==> src/rtl/mismatch_pkg.sv <==
// mismatch_pkg
// Shared definitions for the mismatch_tracker scoreboard:
//   mt_state_e  - run-control FSM states
//   CNT_W_DEF   - default counter width
//   sat_inc     - saturating increment used by every counter
package mismatch_pkg;

   typedef enum logic [1:0] {
      MT_IDLE = 2'd0,
      MT_RUN  = 2'd1,
      MT_DONE = 2'd2
   } mt_state_e;

   localparam int CNT_W_DEF = 32;

   // Increment that sticks at max_v instead of wrapping. Operates on a wide
   // container so one function serves every counter width up to 63 bits.
   function automatic logic [63:0] sat_inc(input logic [63:0] v,
                                           input logic [63:0] max_v);
      return (v >= max_v) ? v : v + 64'd1;
   endfunction

endpackage

==> src/rtl/mismatch_tracker_sat_counter.sv <==
// sat_counter
// CNT_W-bit saturating counter with synchronous clear and enable.
// Clear and enable in the same cycle yield 1: the clear is applied first,
// then the count, so a counter can be restarted on a cycle that also counts.
// Ports:
//   clk_i   - rising-edge clock
//   reset_i - synchronous active-high reset (counter -> 0)
//   clr_i   - synchronous clear
//   en_i    - count enable
//   cnt_o   - registered count value
module sat_counter
   import mismatch_pkg::*;
#(
   parameter int CNT_W = CNT_W_DEF
) (
   input  logic             clk_i,
   input  logic             reset_i,
   input  logic             clr_i,
   input  logic             en_i,
   output logic [CNT_W-1:0] cnt_o
);

   localparam logic [63:0] MAX_V = (64'd1 << CNT_W) - 64'd1;

   logic [CNT_W-1:0] cnt_q, cnt_d, base;

   always_comb begin
      base  = clr_i ? '0 : cnt_q;
      cnt_d = base;
      if (en_i) cnt_d = CNT_W'(sat_inc(64'(base), MAX_V));
   end

   always_ff @(posedge clk_i) begin
      if (reset_i) cnt_q <= '0;
      else         cnt_q <= cnt_d;
   end

   assign cnt_o = cnt_q;

endmodule

==> src/rtl/mismatch_tracker.sv <==
// mismatch_tracker
// On-chip scoreboard: compares out_ref against out_dut under dc_mask on each
// valid sample in RUN, counts samples and mismatches, records the run cycle
// of the first mismatch and gives a pass/fail verdict on stop or timeout.
// Optional macro MISMATCH_CAPTURE_EN adds cap_ref/cap_dut/cap_bits, which
// latch the operands and failing bits of the first mismatch.
// Ports:
//   clk, reset          - clock, synchronous active-high reset
//   start, stop         - run control pulses
//   sample_valid        - compare inputs valid this cycle
//   out_ref, out_dut    - compared vectors
//   dc_mask             - 1 = don't-care bit
//   running, done, pass, timed_out - status / verdict
//   sample_cnt, error_cnt          - statistics
//   first_err_valid, first_err_cycle - first mismatch record
module mismatch_tracker
   import mismatch_pkg::*;
#(
   parameter int WIDTH   = 1,
   parameter int CNT_W   = CNT_W_DEF,
   parameter int TIMEOUT = 100000
) (
   input  logic             clk,
   input  logic             reset,
   input  logic             start,
   input  logic             stop,
   input  logic             sample_valid,
   input  logic [WIDTH-1:0] out_ref,
   input  logic [WIDTH-1:0] out_dut,
   input  logic [WIDTH-1:0] dc_mask,
   output logic             running,
   output logic             done,
   output logic             pass,
   output logic             timed_out,
   output logic [CNT_W-1:0] sample_cnt,
   output logic [CNT_W-1:0] error_cnt,
   output logic             first_err_valid,
`ifdef MISMATCH_CAPTURE_EN
   output logic [WIDTH-1:0] cap_ref,
   output logic [WIDTH-1:0] cap_dut,
   output logic [WIDTH-1:0] cap_bits,
`endif
   output logic [CNT_W-1:0] first_err_cycle
);

   // Last run cycle before a forced finish; unused when TIMEOUT == 0.
   localparam logic [63:0] TO_LAST = (TIMEOUT == 0) ? 64'd0 : 64'(TIMEOUT - 1);

   mt_state_e        state_q, state_d;
   logic             timed_out_q, timed_out_d;
   logic             fev_q, fev_d;
   logic [CNT_W-1:0] fec_q, fec_d;
   logic [CNT_W-1:0] cyc;

   logic             in_run, start_take, take, mism, first_hit, timeout_hit;
   logic [WIDTH-1:0] diff_bits;

   assign in_run      = (state_q == MT_RUN);
   // start is only honoured outside RUN; this also makes stop win over start.
   assign start_take  = start && !in_run;
   assign take        = in_run && sample_valid;
   assign diff_bits   = (out_ref ^ out_dut) & ~dc_mask;
   assign mism        = |diff_bits;
   assign first_hit   = take && mism && !fev_q;
   assign timeout_hit = (TIMEOUT != 0) && (64'(cyc) == TO_LAST);

   sat_counter #(.CNT_W(CNT_W)) u_sample_cnt (
      .clk_i(clk), .reset_i(reset), .clr_i(start_take), .en_i(take),
      .cnt_o(sample_cnt)
   );

   sat_counter #(.CNT_W(CNT_W)) u_error_cnt (
      .clk_i(clk), .reset_i(reset), .clr_i(start_take), .en_i(take && mism),
      .cnt_o(error_cnt)
   );

   // The start cycle itself is cycle 0, so clear-and-count on start leaves
   // the first RUN cycle at index 1.
   sat_counter #(.CNT_W(CNT_W)) u_cyc_cnt (
      .clk_i(clk), .reset_i(reset), .clr_i(start_take),
      .en_i(in_run || start_take), .cnt_o(cyc)
   );

   always_comb begin
      state_d     = state_q;
      timed_out_d = timed_out_q;
      fev_d       = fev_q;
      fec_d       = fec_q;
      case (state_q)
         MT_IDLE, MT_DONE: begin
            if (start) begin
               state_d     = MT_RUN;
               timed_out_d = 1'b0;
               fev_d       = 1'b0;
               fec_d       = '0;
            end
         end
         MT_RUN: begin
            if (stop) begin
               state_d = MT_DONE;
            end else if (timeout_hit) begin
               state_d     = MT_DONE;
               timed_out_d = 1'b1;
            end
            if (first_hit) begin
               fev_d = 1'b1;
               fec_d = cyc;
            end
         end
         default: state_d = MT_IDLE;
      endcase
   end

   always_ff @(posedge clk) begin
      if (reset) begin
         state_q     <= MT_IDLE;
         timed_out_q <= 1'b0;
         fev_q       <= 1'b0;
         fec_q       <= '0;
      end else begin
         state_q     <= state_d;
         timed_out_q <= timed_out_d;
         fev_q       <= fev_d;
         fec_q       <= fec_d;
      end
   end

`ifdef MISMATCH_CAPTURE_EN
   logic [WIDTH-1:0] cap_ref_q, cap_ref_d;
   logic [WIDTH-1:0] cap_dut_q, cap_dut_d;
   logic [WIDTH-1:0] cap_bits_q, cap_bits_d;

   always_comb begin
      cap_ref_d  = cap_ref_q;
      cap_dut_d  = cap_dut_q;
      cap_bits_d = cap_bits_q;
      if (start_take) begin
         cap_ref_d  = '0;
         cap_dut_d  = '0;
         cap_bits_d = '0;
      end else if (first_hit) begin
         cap_ref_d  = out_ref;
         cap_dut_d  = out_dut;
         cap_bits_d = diff_bits;
      end
   end

   always_ff @(posedge clk) begin
      if (reset) begin
         cap_ref_q  <= '0;
         cap_dut_q  <= '0;
         cap_bits_q <= '0;
      end else begin
         cap_ref_q  <= cap_ref_d;
         cap_dut_q  <= cap_dut_d;
         cap_bits_q <= cap_bits_d;
      end
   end

   assign cap_ref  = cap_ref_q;
   assign cap_dut  = cap_dut_q;
   assign cap_bits = cap_bits_q;
`endif

   assign running         = in_run;
   assign done            = (state_q == MT_DONE);
   assign timed_out       = timed_out_q;
   assign first_err_valid = fev_q;
   assign first_err_cycle = fec_q;
   assign pass            = done && (error_cnt == '0) && !timed_out_q;

endmodule

==> config.mk <==
export PLATFORM = sky130hd
export DESIGN_NAME = mismatch_tracker
export DESIGN_NICKNAME = d
export VERILOG_FILES = /design/src/rtl/mismatch_pkg.sv /design/src/rtl/mismatch_tracker_sat_counter.sv /design/src/rtl/mismatch_tracker.sv
export SDC_FILE = /design/constraint.sdc
export NUM_CORES = 1
export LEC_CHECK = 0
export CORE_ASPECT_RATIO = 1.5
export CORE_UTILIZATION = 48
export CTS_BUF_LIST = sky130_fd_sc_hd__clkbuf_16
export CTS_CLUSTER_DIAMETER = 150
export DETAILED_ROUTE_END_ITERATION = 16
export PLACE_DENSITY = 0.8
export SYNTH_ARGS = -nofsm -noshare
export SYNTH_HDL_FRONTEND = slang
export SYNTH_SLANG_ARGS = --single-unit
==> constraint.sdc <==
create_clock -name clk -period 3.9 [get_ports clk]
set_input_delay 0.975 -clock clk [delete_from_list [all_inputs] [get_ports clk]]
set_output_delay 0.975 -clock clk [all_outputs]
set_load 0.02 [all_outputs]
# Yosys cells after proc, flatten, opt, wreduce, memory -nomap -nowiden
# Index checks and enable logic that the tools add are counted.
dict set report op_classes {
  add_sub_neg 3
  magnitude_cmp 3
  eq_ne 8
  mux 22
  n_bitwise 3
  n_reduce_logical 17
}
# op count
set ops {}
lappend ops {{$mux W32} 11}
lappend ops {{$add A32 B1 Y32 const B} 3}
lappend ops {{$ge A32 B32 Y1 const B} 3}
lappend ops {{$pmux W32 S2} 1}
lappend ops {{$eq A32 B17 Y1 const B} 1}
lappend ops {{$logic_not A32 Y1} 1}
lappend ops {{$logic_and A1 B1 Y1} 6}
lappend ops {{$mux W2} 3}
lappend ops {{$mux W1} 4}
lappend ops {{$ne A2 B1 Y1 const B} 2}
lappend ops {{$ne A2 B2 Y1 const B} 2}
lappend ops {{$pmux W1 S2} 2}
lappend ops {{$pmux W2 S2} 1}
lappend ops {{$reduce_and A4 Y1} 1}
lappend ops {{$logic_not A1 Y1} 3}
lappend ops {{$ne A3 B2 Y1 const B} 1}
lappend ops {{$reduce_and A3 Y1} 1}
lappend ops {{$eq A2 B1 Y1 const B} 1}
lappend ops {{$eq A2 B2 Y1 const B} 1}
lappend ops {{$logic_not A2 Y1} 1}
lappend ops {{$reduce_and A2 Y1} 1}
lappend ops {{$reduce_bool A2 Y1} 1}
lappend ops {{$reduce_or A2 Y1} 1}
lappend ops {{$and A1 B1 Y1} 1}
lappend ops {{other kinds (3)} 3}
dict set report totals {
  register_bits 132
  in_bits 8
  output_inout_bits 101
  elab_cells 63
}

# Logic depth before layout (Yosys ltp)
dict set report logic_depth {
  ltp_word 7
  ltp_mapped 14
  ltp_nobuf 10
}

# Cells and area by module
# From an unflattened synthesis, not the netlist that was laid out.
dict set report unflattened {
  cells_unflattened 780
  hier_area_um2 6846.6
}
# module instances cells_each area_each_um2 seq_area_each_um2
set by_module_without_submodules {}
lappend by_module_without_submodules {sat_counter 3 218 1809.2 640.6}
lappend by_module_without_submodules {mismatch_tracker 1 126 1418.9 720.7}

# Worst setup path after synthesis
# OpenSTA, ideal clock, no wires.
dict set report synth_path {
  path_type {in2reg}
  from {in start}
  to {reg u_sample_cnt.cnt_q[22], in the netlist u_sample_cnt.cnt_o[22]}
  setup_ns 0.128
  arrival_time_ns 3.605
  t_required_ns 3.772
  path_slack_ns 0.167
  stages 13
  path_buffers 4
  path_cell_list {buf_2 > nand2_1 > clkbuf_1 > clkbuf_1 > and2_1 > ha_1 > nand2_1 > or4_1 > clkbuf_1 > a2111oi_4 > nand4_1 > xnor2_1 > nor2_1}
}
dict set report synth_via {
  elab_chain_cells 5
  word_cells_on_any_way 6
  cone_classes {add/sub (1); order compare (1); mux (3); reduce/logical (1)}
}
# item line_no
set synth_lines {}
lappend synth_lines {{from (decl)} mismatch_tracker.sv:25} ;# input logic start,
lappend synth_lines {{$logic_and A1 B1 Y1 (*)} mismatch_tracker.sv:60} ;# assign start_take = start && !in_run;
lappend synth_lines {{$mux W32 (*)} mismatch_tracker_sat_counter.sv:28} ;# base = clr_i ? '0 : cnt_q;
lappend synth_lines {{$add A32 B1 Y32 / $ge A32 B32 Y1 (equally long branches)} mismatch_pkg.sv:20} ;# return (v >= max_v) ? v : v + 64'd1;
lappend synth_lines {{$mux W32} mismatch_pkg.sv:20}
lappend synth_lines {{$mux W32 (*)} mismatch_tracker_sat_counter.sv:30} ;# if (en_i) cnt_d = CNT_W'(sat_inc(64'(base), MAX_V));
lappend synth_lines {{to (signal assigned)} mismatch_tracker_sat_counter.sv:35} ;# else cnt_q <= cnt_d;
lappend synth_lines {{to (decl)} mismatch_tracker_sat_counter.sv:25} ;# logic [CNT_W-1:0] cnt_q, cnt_d, base;
# Mark *: on every way between the ends. The rest lies on a longest branch, timed or not.
# A chain may end at the register's enable or synchronous reset.

# Final worst setup path
dict set report layout_path {
  from {reg state_q[0]}
  to {out running}
}
dict set report layout_via {
  elab_chain_cells 1
}
# item line_no
set layout_lines {}
lappend layout_lines {{from (decl)} mismatch_tracker.sv:49} ;# mt_state_e state_q, state_d;
lappend layout_lines {{from (signal assigned)} mismatch_tracker.sv:121} ;# state_q <= state_d;
lappend layout_lines {{$eq A2 B1 Y1} mismatch_tracker.sv:58} ;# assign in_run = (state_q == MT_RUN);
lappend layout_lines {{to (decl)} mismatch_tracker.sv:31} ;# output logic running,
# No other way between the ends.

==> results.md <==
- Worst R2R Setup Slack: 580 ps
- Postcts setup bufs: 0
- Final setup fails: 0
- Yosys cell types: 58
- Non-Filler Instances: 1081
- Post-CTS Resized: 0
- Initial antenna violation count: 0
- Layout filler cell count: 1144
- Crit Path Class: flop to output pin
- Fin. max-slew vios: 0
- Final Critical Period: 3590 ps
- Placeable Area: 13000 um^2
- Post-synth EDFFs: 0
- Design Area, Final: 8320 um^2
- Final Hold Fails: 0
- Post-DR wirelength/cell: 16.4 um
- Initial Util: 49.4%
- Number of diodes: 0
- Port Buf Inserts: 108
- Area of the multi-input gates: 3600 um^2
- Crit. End Element: output pin
- Critical path required time: 2920 ps
- Slew @ Worst Pin: 797 ps
- Routability cong.: 0.897
- DRC: 0
- # IOs: 109
- Die Width: 96.5 um
- Hold-fix buffers, CTS: 0
- Via count: 6372
- Yosys warns: 0
- RSZ-0062 raised after global routing: no
- Area grow syn2layout: 29.4%
- Max Clk Rate: 279 MHz
- Max rail drop VDD: 0.304 mV
- Critical path, cell by cell: nand2b_1, inv_1, clkdlybuf4s50_1
- Ys flop type: dfxtp_1
- Post-synth ARST share: 0%
- Via density per instance: 5.89
- CTS clk-pin slew, worst paths: 50 ps
- Bufs and invs on worst path: 2
- P_leak: 2.85 nW
- Worst Hold Class: flop to flop
- CTS sink cnt: 132
- Largest fanout on the critical path: 17
- Seq/Total Area, Yosys: 41.1%
- Post-synthesis cell area: 6430 um^2
- Placed Instances: 1049
- All-Layer GR Usage: 26.7%
- Pre-CTS WS: 59.0 ps
- Mapped Nets: 804
- Total power draw: 2.98 mW
- Clk Tree Root Cell: clkbuf_16
- Tcrit/Tclk final: 92.0%
- CTS Buffer Depth: 2
- Die height: 144 um
- Startpoint Class: flop
- Setup WS post-layout: 310 ps
- Synth Register Bits: 132
- Inserted Clock Buffers: 17
- Setup Skew: 8.24 ps
- Area post-placement: 7770 um^2
- Register area: 2640 um^2
- CP max stage delay: 730 ps
- Post-route ant nets: 0
- Detailed Place HPWL: 12.2 mm
- Fin Setup TNS: 0 ps
- Mapped Cells: 793
- Initial DRC Count: 331
- Max_cap viols: 0
- Row Count: 51
- Status: complete, no violations
- Share of layout cells above drive strength 1: 8.13%
- Clk_lat worst skew: 420 ps
- CTS H-Tree Depth: 4
- Vias in the first global route: 5936
- Relative slew slack: 46.2%
- Pin count of the biggest net entering global routing: 51
- CP delay by family, top: buffers and inverters
- First-pass GRT wire length: 28.9 mm
- Nets: 920
- Die area: 13900 um^2
- Synthesized area per cell: 8.11 um^2
- Overflow after GRT: 0
- WL final: 17.8 mm
- Worst path arrival time: 2610 ps
- Critical path's slowest cell: clkdlybuf4s50_1
- Pwr dens: 359 nW/um^2
- CTS tree: yes
- Initial DRT Pass Iterations: 7
cell usage after synthesis (3+ instances only):
cell | n | area (um^2)
a21oi_1 | 44 | 220
and2_1 | 13 | 81.3
and3_1 | 25 | 156
and4_1 | 6 | 52.6
buf_1 | 3 | 11.3
buf_2 | 5 | 25.0
clkbuf_1 | 33 | 124
dfxtp_1 | 132 | 2640
ha_1 | 3 | 37.5
inv_1 | 9 | 33.8
nand2_1 | 107 | 402
nand2b_1 | 5 | 31.3
nand3_1 | 70 | 350
nand4_1 | 36 | 225
nand4b_1 | 4 | 35.0
nor2_1 | 94 | 353
nor3_1 | 15 | 75.1
nor4_1 | 17 | 106
o2111ai_1 | 9 | 78.8
o211ai_1 | 9 | 67.6
o21a_1 | 3 | 22.5
o21ai_0 | 11 | 55.1
o21ai_1 | 3 | 15.0
or2_2 | 3 | 18.8
or3_1 | 6 | 37.5
or4_1 | 10 | 75.1
xnor2_1 | 43 | 377
xor2_1 | 33 | 289
state kept, by name (all words and copies together), names as in the netlist:
| signal | flops |
|---|---|
| u_cyc_cnt.cnt_o | 32 |
| state_q | 2 |
| timed_out | 1 |
| u_error_cnt.cnt_o | 32 |
| first_err_cycle | 32 |
| u_sample_cnt.cnt_o | 32 |
| first_err_valid | 1 |
layout make-up:
class,count,area share (%)
clock inverters,15,1.50
well taps,159,2.39
clock buffers,17,5.11
repair buffers,138,15.6
multi-input cells,611,43.2
flip-flops and latches,132,31.7
inverters,9,0.406
report_power, final:
group	total, mW	switching (mW)	internal (mW)
clock network	1.50	0.581	0.919
registers	1.36	0.00395	1.35
logic	0.126	0.0914	0.0351
kinds of logic after synthesis:
logic type | after synthesis | synth area share, %
flip-flops | 132 | 41.1
AND/OR/NAND/NOR | 422 | 33.1
adder cells (fa/ha/maj) | 3 | 0.584
multiplexers | 2 | 0.311
buffers and inverters | 50 | 3.02
XOR/XNOR | 76 | 10.4
AO/OA/AOI/OAI | 108 | 11.6
worst reg2reg max path, cell delays in order (launching register included):
cell and delay [ps]:
dfxtp_1 400, nand2b_1 360, nand2_2 420, and2_1 240
ha_1 180, nand2_1 100, or4_1 610, a2111oi_4 470
nand4_1 180, xnor2_1 180, nor2_1 50
per-layer routing:
| layer | GRT usage (%) | wire [um] |
|---|---|---|
| met4 | 11.3 | 453 |
| met3 | 4.66 | 859 |
| met1 | 32.0 | 7230 |
| met5 | 0 | 0 |
| met2 | 46.0 | 9220 |
cell usage in the layout (no fill, tap or decap), types with 4 or more instances in the layout:
| master | synthesis | final |
|---|---|---|
| and3_1 | 25 | 25 |
| a21oi_1 | 44 | 44 |
| nor2_1 | 94 | 94 |
| or4_1 | 10 | 10 |
| nand4b_1 | 4 | 4 |
| and4_1 | 6 | 6 |
| clkbuf_16 | 0 | 17 |
| xnor2_1 | 43 | 43 |
| dfxtp_1 | 132 | 132 |
| o211ai_1 | 9 | 9 |
| nor3_1 | 15 | 15 |
| or3_1 | 6 | 6 |
| and2_1 | 13 | 13 |
| nand3_1 | 70 | 70 |
| nor4_1 | 17 | 17 |
| nand4_1 | 36 | 36 |
| clkdlybuf4s50_1 | 0 | 107 |
| buf_4 | 0 | 30 |
| xor2_1 | 33 | 33 |
| nand2_1 | 107 | 106 |
| o21ai_0 | 11 | 11 |
| nand2b_1 | 5 | 5 |
| o2111ai_1 | 9 | 9 |
| clkinv_2 | 0 | 4 |
| inv_1 | 9 | 12 |
per-stage QoR:
stage | util, % | hold WS (ps)
global placement | 59.7 | 455
finish | 63.9 | 464
detailed placement | 59.7 | 458
global route | 63.9 | 485
CTS | 63.9 | 466
floorplan | - | 436
path summary, 6_finish.rpt:
kind	start	to	cells after the start
max	state_q[0]$_SDFFE_PP0P_	running	3
max reg2reg	state_q[0]$_SDFFE_PP0P_	u_sample_cnt.cnt_o[28]$_SDFF_PP0_	10
min	first_err_cycle[15]$_SDFFE_PP0P_	first_err_cycle[15]$_SDFFE_PP0P_	2
min reg2reg	first_err_cycle[15]$_SDFFE_PP0P_	first_err_cycle[15]$_SDFFE_PP0P_	2
No activity file was read; power rests on OpenSTA's default activity.
